**src/rtl/l2_pkg.sv**
```systemverilog
// Shared types and constants for the L2 stream-pointer host request path.
package l2_pkg;

   localparam int nstrm_default     = 8;
   localparam int max_outst_default = 32;
   localparam int perf_width        = 32;

   typedef logic [$clog2(nstrm_default)-1:0] sid_t;

endpackage

```
**src/rtl/l2_rr_arb.sv**
```systemverilog
// Parameterised nstrm-way round-robin grant: searches cyclically from ptr+1,
// producing a one-hot grant, its encoded index and an any-grant flag.
module l2_rr_arb
   import l2_pkg::*;
#(
   parameter int nstrm     = nstrm_default,
   parameter int sid_width = $clog2(nstrm)
)(
   input  logic [nstrm-1:0]     req,
   input  logic [sid_width-1:0] ptr,
   input  logic                 en,
   output logic [nstrm-1:0]     gnt,
   output logic [sid_width-1:0] gnt_idx,
   output logic                 gnt_any
);

   localparam logic [sid_width:0] nstrm_w = (sid_width+1)'(nstrm);

   logic [sid_width:0]   sum;
   logic [sid_width-1:0] idx;

   always_comb begin
      gnt     = '0;
      gnt_idx = '0;
      gnt_any = 1'b0;
      sum     = '0;
      idx     = '0;
      // Offsets 1..nstrm visit every stream once, ending on the pointer itself.
      for (int k = 1; k <= nstrm; k++) begin
         sum = {1'b0, ptr} + (sid_width+1)'(k);
         idx = sid_width'((sum >= nstrm_w) ? (sum - nstrm_w) : sum);
         if (en && !gnt_any && req[idx]) begin
            gnt[idx] = 1'b1;
            gnt_idx  = idx;
            gnt_any  = 1'b1;
         end
      end
   end

endmodule

```
**src/rtl/l2_host_req_arb.sv**
```systemverilog
// Round-robin host request arbiter with credit limit and response demux by tag.
// Define L2_HOST_REQ_ARB_PERF_EN to add saturating request/stall perf counters.
module l2_host_req_arb
   import l2_pkg::*;
#(
   parameter int nstrm       = nstrm_default,
   parameter int addr_width  = 64,
   parameter int sid_width   = $clog2(nstrm),
   parameter int max_outst   = max_outst_default,
   parameter int outst_width = $clog2(max_outst+1)
)(
   input  logic                        clk,
   input  logic                        reset,
   input  logic [nstrm-1:0]            i_req_v,
   output logic [nstrm-1:0]            i_req_r,
   input  logic [nstrm*addr_width-1:0] i_req_ea,
   output logic                        o_req_v,
   input  logic                        o_req_r,
   output logic [addr_width-1:0]       o_req_ea,
   output logic [sid_width-1:0]        o_req_tag,
   input  logic                        i_rsp_v,
   output logic                        i_rsp_r,
   input  logic [sid_width-1:0]        i_rsp_tag,
   output logic [nstrm-1:0]            o_rsp_v,
   input  logic [nstrm-1:0]            o_rsp_r,
   output logic [outst_width-1:0]      o_outst
`ifdef L2_HOST_REQ_ARB_PERF_EN
   ,
   output logic [perf_width-1:0]       o_perf_req,
   output logic [perf_width-1:0]       o_perf_stall
`endif
);

   localparam logic [outst_width-1:0] max_outst_w = outst_width'(max_outst);
   localparam logic [sid_width:0]     nstrm_w     = (sid_width+1)'(nstrm);

   logic [sid_width-1:0] rr;
   logic [nstrm-1:0]     gnt;
   logic [sid_width-1:0] gnt_idx;
   logic                 gnt_any;
   logic                 can_load;
   logic                 credit_ok;
   logic                 tag_ok;
   logic                 rsp_hs;
   logic                 rsp_dec;

   assign can_load  = ~o_req_v | o_req_r;
   assign credit_ok = o_outst < max_outst_w;

   l2_rr_arb #(
      .nstrm     (nstrm),
      .sid_width (sid_width)
   ) u_arb (
      .req     (i_req_v),
      .ptr     (rr),
      .en      (can_load & credit_ok),
      .gnt     (gnt),
      .gnt_idx (gnt_idx),
      .gnt_any (gnt_any)
   );

   // The arbiter only grants asserted requests, so a grant is a handshake.
   assign i_req_r = gnt;

   generate
      for (genvar gi = 0; gi < nstrm; gi++) begin : g_rsp
         assign o_rsp_v[gi] = i_rsp_v & (i_rsp_tag == sid_width'(gi));
      end
   endgenerate

   // Tags with no owning stream are swallowed but still return their credit.
   assign tag_ok  = {1'b0, i_rsp_tag} < nstrm_w;
   assign i_rsp_r = tag_ok ? o_rsp_r[i_rsp_tag] : 1'b1;
   assign rsp_hs  = i_rsp_v & i_rsp_r;
   assign rsp_dec = rsp_hs & (o_outst != '0);

   always_ff @(posedge clk or negedge reset) begin
      if (!reset) begin
         o_req_v   <= 1'b0;
         o_req_ea  <= '0;
         o_req_tag <= '0;
         rr        <= sid_width'(nstrm - 1);
      end else if (gnt_any) begin
         o_req_v   <= 1'b1;
         o_req_ea  <= i_req_ea[gnt_idx*addr_width +: addr_width];
         o_req_tag <= gnt_idx;
         rr        <= gnt_idx;
      end else if (o_req_r) begin
         o_req_v   <= 1'b0;
      end
   end

   always_ff @(posedge clk or negedge reset) begin
      if (!reset) begin
         o_outst <= '0;
      end else begin
         case ({gnt_any, rsp_dec})
            2'b10:   o_outst <= o_outst + 1'b1;
            2'b01:   o_outst <= o_outst - 1'b1;
            default: o_outst <= o_outst;
         endcase
      end
   end

   rsp_underflow: assert property (@(posedge clk) disable iff (!reset)
      !(rsp_hs && (o_outst == '0)));

`ifdef L2_HOST_REQ_ARB_PERF_EN
   always_ff @(posedge clk or negedge reset) begin
      if (!reset) begin
         o_perf_req   <= '0;
         o_perf_stall <= '0;
      end else begin
         if (o_req_v && o_req_r && (o_perf_req != '1))
            o_perf_req <= o_perf_req + 1'b1;
         if ((|i_req_v) && !gnt_any && (o_perf_stall != '1))
            o_perf_stall <= o_perf_stall + 1'b1;
      end
   end
`else
   // Perf counters are not built; arbitration is unaffected.
`endif

endmodule

```
**config.mk**
```make
export PLATFORM = sky130hd
export DESIGN_NAME = l2_host_req_arb
export DESIGN_NICKNAME = d
export VERILOG_FILES = /design/src/rtl/l2_pkg.sv /design/src/rtl/l2_rr_arb.sv /design/src/rtl/l2_host_req_arb.sv
export SDC_FILE = /design/constraint.sdc
export NUM_CORES = 1
export LEC_CHECK = 0
export CAP_MARGIN = 20
export CORE_AREA = 2 2 246 248
export CTS_BUF_LIST = sky130_fd_sc_hd__clkbuf_8
export DETAILED_ROUTE_END_ITERATION = 8
export DIE_AREA = 0 0 248 250
export PLACE_DENSITY = 0.45
export SLEW_MARGIN = 5
export SYNTH_ARGS = -nofsm -noshare
export SYNTH_HDL_FRONTEND = slang
export SYNTH_SLANG_ARGS = --single-unit
```
**constraint.sdc**
```tcl
create_clock -name clk -period 10.6 [get_ports clk]
set_input_delay 2.12 -clock clk [delete_from_list [all_inputs] [get_ports clk]]
set_output_delay 2.12 -clock clk [all_outputs]
set_load 0.005 [all_outputs]
```
Word level (Yosys, flattened, before mapping)
Cells that the tools add are included.

Logic and storage cells: 182. Bits in registers: 77. Output and inout bits: 91.

Bitwise logic cells: 20. Eq/ne operators: 9. Multiplexer cells: 69. Shift-type cells: 1. Add/sub/neg operators: 18. Reduce and logical (&&, ||, !) cells: 34. Magnitude comparators: 26.

Operator list (number): indexed part select 512 x 10 -> 64 bit (1); two-way mux 8 bit (8); OR 8 bit (7); two-way mux 3 bit (16); < comparator 3 x 4 -> 1 bit (second input constant) (9); >= comparator 4 bit (second input constant) (8); binary-select mux 1 bit (select 3 bit) (9); two-way mux 1 bit (27); demux 1 bit (select 3 bit) (8); >= comparator 3 x 1 -> 1 bit (second input constant) (8); subtractor 3 x 1 -> 3 bit (second input constant) (8); logical AND 1 bit (23); adder 3 x 3 -> 4 bit (second input constant) (4); == test 3 bit (second input constant) (4); one-hot mux 6 bit (2 select lines) (1); AND 1 bit (11); adder 3 x 2 -> 4 bit (second input constant) (2); zero test 1 bit (7); adder 6 x 1 -> 6 bit (second input constant) (1); == test 3 x 2 -> 1 bit (second input constant) (2); < comparator 6 bit (second input constant) (1); nonzero test 6 bit (1); subtractor 6 x 1 -> 6 bit (second input constant) (1); adder 3 x 1 -> 4 bit (second input constant) (1); 8 further kinds (9).

Longest topological paths before layout
Gate-level depths: netlist of the first run.

Depth after elaboration: 37. Gate-level depth with buffers: 21. Gate-level depth less buffers: 16.

Hierarchy
Synthesis of the first run repeated with hierarchy kept, for this count alone.

Cells, all modules: 723. Area total of the unflattened synthesis: 7926.4 sq um.

By module, submodules not included: l2_host_req_arb (cells each 548, instances 1, sequential area each 1930.6 sq um, area an instance 6552.5 sq um); l2_rr_arb (cells each 175, instances 1, sequential area each 0.0 sq um, area an instance 1373.8 sq um).

Least setup slack after synthesis of the first run
OpenSTA, ideal clock, no wires.

Path kind: input to output. Start: in i_req_v[2]. End: out i_req_r[1]. Data required time: 8480 ps. Arrival time: 3841 ps. Path buffers: 0. Path slack: 4639 ps. Stages on the path: 7. Cell sequence: mux4_2 mux2i_1 nand4_1 or3_1 nand3_1 o21ai_0 o21ai_0.

Longest elaborated chain between the ends: 32. Elaborated cells between the ends (all ways): 60. Classes of those cells: 31 x mux; 7 x bitwise; 22 x reduce/logical.

Ends and longest elaborated chain: from (decl) (RTL line l2_host_req_arb.sv:14) `input logic [nstrm-1:0] i_req_v,`; binary-select mux 1 bit (select 3 bit) (RTL line l2_rr_arb.sv:32) `if (en && !gnt_any && req[idx]) begin`; two-way mux 1 bit (not written as such) (RTL line l2_rr_arb.sv:32); logical AND 1 bit (RTL line l2_rr_arb.sv:32); two-way mux 1 bit (RTL line l2_rr_arb.sv:32); zero test 1 bit (RTL line l2_rr_arb.sv:32); logical AND 1 bit (2 in a row) (RTL line l2_rr_arb.sv:32); two-way mux 1 bit (RTL line l2_rr_arb.sv:32); zero test 1 bit (RTL line l2_rr_arb.sv:32); (+12 left out); logical AND 1 bit (2 in a row) (RTL line l2_rr_arb.sv:32); two-way mux 1 bit (RTL line l2_rr_arb.sv:32); zero test 1 bit (RTL line l2_rr_arb.sv:32); logical AND 1 bit (2 in a row) (RTL line l2_rr_arb.sv:32); two-way mux 1 bit (RTL line l2_rr_arb.sv:32); zero test 1 bit (RTL line l2_rr_arb.sv:32); logical AND 1 bit (2 in a row) (RTL line l2_rr_arb.sv:32); two-way mux 8 bit * (RTL line l2_rr_arb.sv:32); to (decl) (RTL line l2_host_req_arb.sv:15) `output logic [nstrm-1:0] i_req_r,`.

Every way passes the cells marked *; elsewhere a longest branch is shown, timed or not. The select of a mux whose other input is x is not followed.

Final worst setup path of the first run
Start: in i_req_v[4]. End: out i_req_r[4].

The elaborated chain is that of the path after synthesis.

==> summary.txt, run 1 <==
Outcome
  – Status: finished, final reports clean

Global routing
  – Total gr overflow: 0
  – First-pass GRT wire length: 66720 µm
  – Initial antenna violation count: 9
  – GRT Total Usage: 0.1453
  – Vias in the first global route: 10.50k
  – Largest net degree at the start of global routing: 131

Drt
  – Post-Route WL: 46300 µm
  – Via Count: 9972
  – First-pass DRT Iterations: 5
  – WL/cell: 19.77 µm
  – Vias per cell: 4.258
  – Residual DRC: 0
  – Detail Route Antenna Nets: 0
  – DRT iter0 DRCs: 548

Clock network
  – CTS Buf Count: 9
  – Setup Fix Bufs, Post-CTS: 0
  – CTS clk-pin slew, worst paths: 0.08 ns
  – Clock tree sinks: 77
  – Max clock buf depth: 2
  – CTS H-tree depth: 3
  – Worst skew pair latency: 0.44 ns
  – Hold Buf Count CTS: 0
  – Root buf cell: clkbuf_8
  – Cts repair resizes: 0
  – CTS tree: yes

Placement
  – Final HPWL DP: 35760 µm
  – Placement Setup Slack: 3.132 ns
  – Routability cong.: 0.9092
  – IO Port Bufs: 625

Power
  – Leak pwr: 5.900 nW
  – Maximum resistive drop on vdd: 0.0003991 V
  – Cell Pwr Density: 390.9 nW/µm²
  – Final Power: 0.005933 W
  – Net Switching: 0.003185 W
  – Comb pwr share: 0.843
  – Switching share of total power: 0.5368
  – Internal Power: 0.002748 W
  – Clk network pwr share: 0.048
  – Flop pwr share: 0.108

STA
  – Worst slew pin tran: 1.072 ns
  – Setup total negative slack: 0 ns
  – RSZ-0062 raised after global routing: false
  – Final setup margin: 3.012 ns
  – Crit share post-route: 0.7158
  – Worst Skew: 0.01902 ns
  – Final hold violations: 0
  – Post-layout min period: 7.588 ns
  – Relative slew slack: 0.2837
  – Setup-failing EPs final: 0
  – Max-slew violations: 0
  – Max Fclk: 131.8 MHz

Yosys
  – Register bit count reported by yosys: 77
  – Main synth FF type: dfrtp_1
  – Async S/R FF share, synth: 1.000
  – Post-synth EDFFs: 0
  – Most frequent cells after synthesis: nand2_1, mux4_2, dfrtp_1
  – Area share of the largest cell type after synthesis: 0.2314
  – Synth top area cells: dfrtp_1, mux4_2, nand2_1, o211ai_1, a22oi_1
  – Sequential-to-total area share from yosys stat: 0.2413
  – Average size of a mapped cell: 8.066 µm²
  – Synth unique cells: 48
  – Synth warn: 0
  – Synthesized Nets: 1539
  – Count leader, synth: nand2_1
  – Leading area contributor after synthesis: dfrtp_1
  – Mapped Area: 8001 µm²
  – Post-synthesis cell count: 992

Die
  – Die area: 62000 µm²
  – Total core area: 59570 µm²
  – Die width: 248 µm
  – Row count: 90
  – Initial Util: 0.1343
  – Io pins: 626
  – Die Ht: 250 µm

Flow run
  – Max-Cap Viols: 0

Worst hold path
  – Hold_sp: o_req_tag[1]$_DFFE_PN0P_
  – Hold Path Class: register to register

Critical path
  – Crit Path Max Fanout: 5
  – Setup CP Type: input pin to output port
  – Crit path from: i_req_v[4]
  – Worst Setup End Kind: output port
  – Worst path required time: 8.48 ns
  – Worst EP arrival: 5.47 ns
  – Crit start category: input pin
  – Reg-to-reg startpoint: rr[0]$_DFFE_PN1P_

Final layout
  – Layout area overhead: 89.66%
  – Share of cells above drive strength 1: 0.07771
  – Nets: 2099
  – FILL cells: 6442
-- kinds of logic (layout without fill, tap and decap cells) --
family / count (synthesis) / count (layout) / synth area share
XOR/XNOR: 9 / 9 / 0.01079
other: 0 / 3 / 0
AND/OR/NAND/NOR: 522 / 522 / 0.2636
multiplexers: 94 / 94 / 0.2372
AO/OA/AOI/OAI: 179 / 179 / 0.1650
buffers and inverters: 99 / 664 / 0.06239
flip-flops: 77 / 77 / 0.2413
adder cells (fa/ha/maj): 12 / 12 / 0.01970
-- worst paths after layout --
path | endpoint | slack, ns | depth (start not counted)
setup / recovery | i_req_r[4] | 3.01 | 10
hold / removal | o_req_tag[1]$_DFFE_PN0P_ | 0.49 | 1
setup reg to reg | o_req_ea[47]$_DFFE_PN0P_ | 4.52 | 11
hold reg to reg | o_req_tag[1]$_DFFE_PN0P_ | 0.49 | 1
max in group asynchronous | o_req_ea[8]$_DFFE_PN0P_ | 7.84 | 2
min in group asynchronous | o_req_ea[37]$_DFFE_PN0P_ | 1.65 | 1
-- per-stage QoR --
| step | instances | cell area, µm² | hold slack (ns) | util |
|---|---|---|---|---|
| 2_1_floorplan | 992 | 8001 | 0.4711 | - |
| 3_3_place_gp | 2323 | 14940 | 0.4603 | 0.2509 |
| 3_5_place_dp | 2323 | 14940 | 0.4713 | 0.2509 |
| 4_1_cts | 2339 | 15170 | 0.4921 | 0.2546 |
| 5_1_grt | 2342 | 15180 | 0.5245 | 0.2548 |
| 6_report | 2342 | 15180 | 0.4860 | 0.2548 |
-- per-layer routing --
layer  up-vias  track usage  share of wire
met5         -            0         0.0014
met4        10      0.05304          0.028
met3        68      0.04398          0.085
met2       457       0.2504           0.49
met1      4732       0.1681           0.39
li1       4705            -              -
-- sequential cells by signal (all words and copies together) (netlist names) --
signal,flops
o_outst,6
o_req_ea,64
o_req_tag,3
o_req_v,1
rr,3
-- placed cells by master (no fill, tap or decap), types with 13 or more instances in the layout --
| cell type | netlist | final |
|---|---|---|
| nand3_1 | 70 | 70 |
| nand2_1 | 407 | 407 |
| clkdlybuf4s50_1 | 0 | 624 |
| mux4_2 | 76 | 76 |
| o211ai_1 | 67 | 67 |
| a22oi_1 | 66 | 66 |
| mux2i_1 | 13 | 13 |
| dfrtp_1 | 74 | 74 |
| nor2_1 | 20 | 18 |
-- cell type report --
class,instances,area (µm²),share of cell area
Inverter,12,45.04,0.002968
Antenna cell,3,7.507,0.0004947
Timing Repair Buffer,636,6374,0.4200
Clock inverter,5,73.82,0.004864
Clock buffer,11,151.4,0.009976
Tap cell,782,978.4,0.06447
Sequential cell,77,1931,0.1272
Multi-Input combinational cell,816,5615,0.3700
-- critical path, cell delays in order --
cell and delay, ns:
clkdlybuf4s50_1 0.51, mux4_2 0.50, mux2i_1 0.32, nor3b_1 0.29, nor2b_1 0.45, a21oi_1 0.18
mux2i_1 0.21, nor2_1 0.06, a31oi_1 0.25, clkdlybuf4s50_1 0.57
-- power by group through the flow --
stage          Sequential [W]  Combinational (W)  Clock, W
6_report             0.000642            0.00500  0.000287
4_1_cts              0.000643            0.00513  0.000308
5_1_grt              0.000665            0.00554  0.000315
2_1_floorplan        0.000609            0.00344         0
3_5_place_dp         0.000645            0.00511         0
3_3_place_gp         0.000642            0.00508         0
Power figures use the tool's default switching activity.
==> inputs of run 2 (changes only) <==
CORE_AREA = 2 2 243 245   (was 2 2 246 248)
DIE_AREA = 0 0 245 247   (was 0 0 248 250)
PLACE_DENSITY = 0.48   (was 0.45)
clock period = 6.7 ns   (was 10.6 ns; I/O delays follow)
==> summary.txt, run 2 (same netlist as run 1, synthesis figures left out) <==
Final layout
  – Commonest non-fill, non-tap cell in the layout: clkdlybuf4s50_1 (unchanged)
  – Area of the multi-input gates: 5615 µm² (unchanged)
  – Share of cells above drive strength 1: 0.08360 (was 0.07771)
  – Max FFs per register: 64 (unchanged)
  – Layout Cell Area excl Fill: 15290 µm² (was 15180 µm²)
  – Sequential cell area: 1931 µm² (unchanged)
  – Biggest regs: o_req_ea x64, o_outst x6 (unchanged)
  – FILL cells: 6274 (was 6442)
  – Non-Filler Instances: 2343 (was 2342)
  – Final core occ: 0.2625 (was 0.2548)
  – Largest register by flop count: o_req_ea (unchanged)
  – Nets: 2109 (was 2099)
  – Layout area overhead: 91.09% (was 89.66%)
  – Most frequent cells in the layout: clkdlybuf4s50_1, nand2_1, mux4_2, dfrtp_1, nand3_1 (unchanged)

Drt
  – Residual DRC: 0 (unchanged)
  – WL/cell: 19.58 µm (was 19.77 µm)
  – DRT iter0 DRCs: 459 (was 548)
  – Post-Route WL: 45890 µm (was 46300 µm)
  – Via Count: 9923 (was 9972)
  – Vias per cell: 4.235 (was 4.258)
  – Detail Route Antenna Nets: 0 (unchanged)
  – First-pass DRT Iterations: 5 (unchanged)

Power
  – Maximum resistive drop on vdd: 0.0006148 V (was 0.0003991 V)
  – Net Switching: 0.005023 W (was 0.003185 W)
  – Flop pwr share: 0.102 (was 0.108)
  – Switching share of total power: 0.5271 (was 0.5368)
  – Internal Power: 0.004506 W (was 0.002748 W)
  – Comb pwr share: 0.851 (was 0.843)
  – Cell Pwr Density: 623.3 nW/µm² (was 390.9 nW/µm²)
  – Leak pwr: 5.965 nW (was 5.900 nW)
  – Clk network pwr share: 0.047 (was 0.048)

Clock network
  – Worst skew pair latency: 0.42 ns (was 0.44 ns)
  – Clock tree sinks: 77 (unchanged)
  – CTS H-tree depth: 3 (unchanged)
  – Cts repair resizes: 0 (unchanged)
  – Max clock buf depth: 2 (unchanged)
  – CTS tree: yes (unchanged)
  – CTS Buf Count: 9 (unchanged)
  – Setup Fix Bufs, Post-CTS: 0 (unchanged)
  – CTS clk-pin slew, worst paths: 0.08 ns (about the same)
  – Root buf cell: clkbuf_8 (unchanged)
  – Hold Buf Count CTS: 0 (unchanged)

Placement
  – IO Port Bufs: 625 (unchanged)
  – Routability cong.: 0.8748 (was 0.9092)
  – Final HPWL DP: 36030 µm (was 35760 µm)
  – Placed instance count: 2324 (was 2323)
  – Placed inst area: 15060 µm² (was 14940 µm²)

Die
  – Die width: 245 µm (was 248 µm)
  – Io pins: 626 (unchanged)
  – Die Ht: 247 µm (was 250 µm)
  – Row count: 89 (was 90)
  – Initial Util: 0.1374 (was 0.1343)
  – Die area: 60520 µm² (was 62000 µm²)
  – Total core area: 58240 µm² (was 59570 µm²)

STA
  – Crit share post-route: 0.9157
  – Worst slew pin tran: 1.041 ns (was 1.072 ns)
  – Relative slew slack: 0.3062 (was 0.2837)
  – Worst Skew: 0.01171 ns (was 0.01902 ns)
  – Final hold violations: 0 (unchanged)
  – Setup total negative slack: 0 ns (unchanged)
  – RSZ-0062 raised after global routing: false (unchanged)
  – Post-layout min period: 6.135 ns
  – Setup-failing EPs final: 0 (unchanged)
  – Max-slew violations: 0 (unchanged)
  – Max Fclk: 163.0 MHz

Critical path
  – Crit start category: register (was input pin)
  – Worst Setup End Kind: output port (unchanged)
  – Crit Path Max Fanout: 15 (was 5)
  – Worst EP arrival: 4.79 ns (was 5.47 ns)
  – R2r setup slk: 1.48 ns (was 4.52 ns)
  – Worst path required time: 5.36 ns (was 8.48 ns)
  – Setup CP Type: register to output port (was input pin to output port)

Global routing
  – Largest net degree at the start of global routing: 101 (was 131)
  – GRT Total Usage: 0.1460 (was 0.1453)
  – Total gr overflow: 0 (unchanged)
  – Initial antenna violation count: 6 (was 9)
  – Vias in the first global route: 10.41k (was 10.50k)
  – First-pass GRT wire length: 65960 µm (was 66720 µm)

Flow run
  – Max-Cap Viols: 0 (unchanged)

Worst hold path
  – Hold Path Class: register to register (unchanged)

Outcome
  – Status: finished, final reports clean (unchanged)
[run 2: critical path, cell delays in order, from the launching register on]
cell             delay, ns
dfstp_2               0.66
inv_2                 0.15
ha_1                  0.75
mux4_2                0.65
mux2i_1               0.27
nand4_1               0.35
nor2_1                0.45
a222oi_1              0.19
a31oi_1               0.34
clkdlybuf4s50_1       0.57
[run 2: path summary, 6_finish.rpt]
path	to	cells after the start	start
max	i_req_r[7]	9	rr[1]$_DFFE_PN1P_
min	o_req_tag[1]$_DFFE_PN0P_	1	o_req_tag[1]$_DFFE_PN0P_
min reg2reg	o_req_tag[1]$_DFFE_PN0P_	1	o_req_tag[1]$_DFFE_PN0P_
max in group asynchronous	o_req_ea[6]$_DFFE_PN0P_	2	reset
min in group asynchronous	o_req_ea[36]$_DFFE_PN0P_	1	reset
max reg2reg	o_req_ea[46]$_DFFE_PN0P_	12	rr[1]$_DFFE_PN1P_
[run 2: cell type report]
| cell class | instances | area share |
|---|---|---|
| sequential | 77 | 0.1263 |
| clock inverter | 5 | 0.004828 |
| antenna | 3 | 0.0004910 |
| clock buffer | 11 | 0.009902 |
| multi-input combinational | 816 | 0.3673 |
| timing repair buffer | 646 | 0.4250 |
| inverter | 12 | 0.002946 |
| tap | 773 | 0.06326 |
[run 2: layer usage]
metal  vias to the layer above  share of wire  track usage
met5                         -        0.00059            0
met4                         4          0.023      0.05022
met3                        59          0.072      0.03994
met2                       428           0.49       0.2486
met1                      4705           0.42       0.1766
li1                       4727              -            -
[run 2: per-stage QoR]
stage / hold WS (ns) / total power (W) / setup WS (ns)
floorplan: 0.4711 / 0.006406 / 2.159
global placement: 0.4586 / 0.009223 / 0.7514
detailed placement: 0.4721 / 0.009250 / 0.7682
CTS: 0.4917 / 0.009752 / 0.5861
global route: 0.5059 / 0.01047 / 0.2720
finish: 0.4854 / 0.009530 / 0.5651
[run 2: power by group through the flow]
stage	logic [W]	registers, W	clock network, W
after floorplan	0.00544	0.000963	0
after global placement	0.00825	0.000970	0
after detailed placement	0.00827	0.000978	0
after CTS	0.00829	0.000975	0.000484
after global routing	0.00896	0.00101	0.000495
final	0.00811	0.000971	0.000444
==> inputs of run 3 (changes only) <==
SETUP_SLACK_MARGIN = 0.1   (was not set)
==> results of run 3 <==
No change in the layout: final DEF, timing and power equal those of run 2.
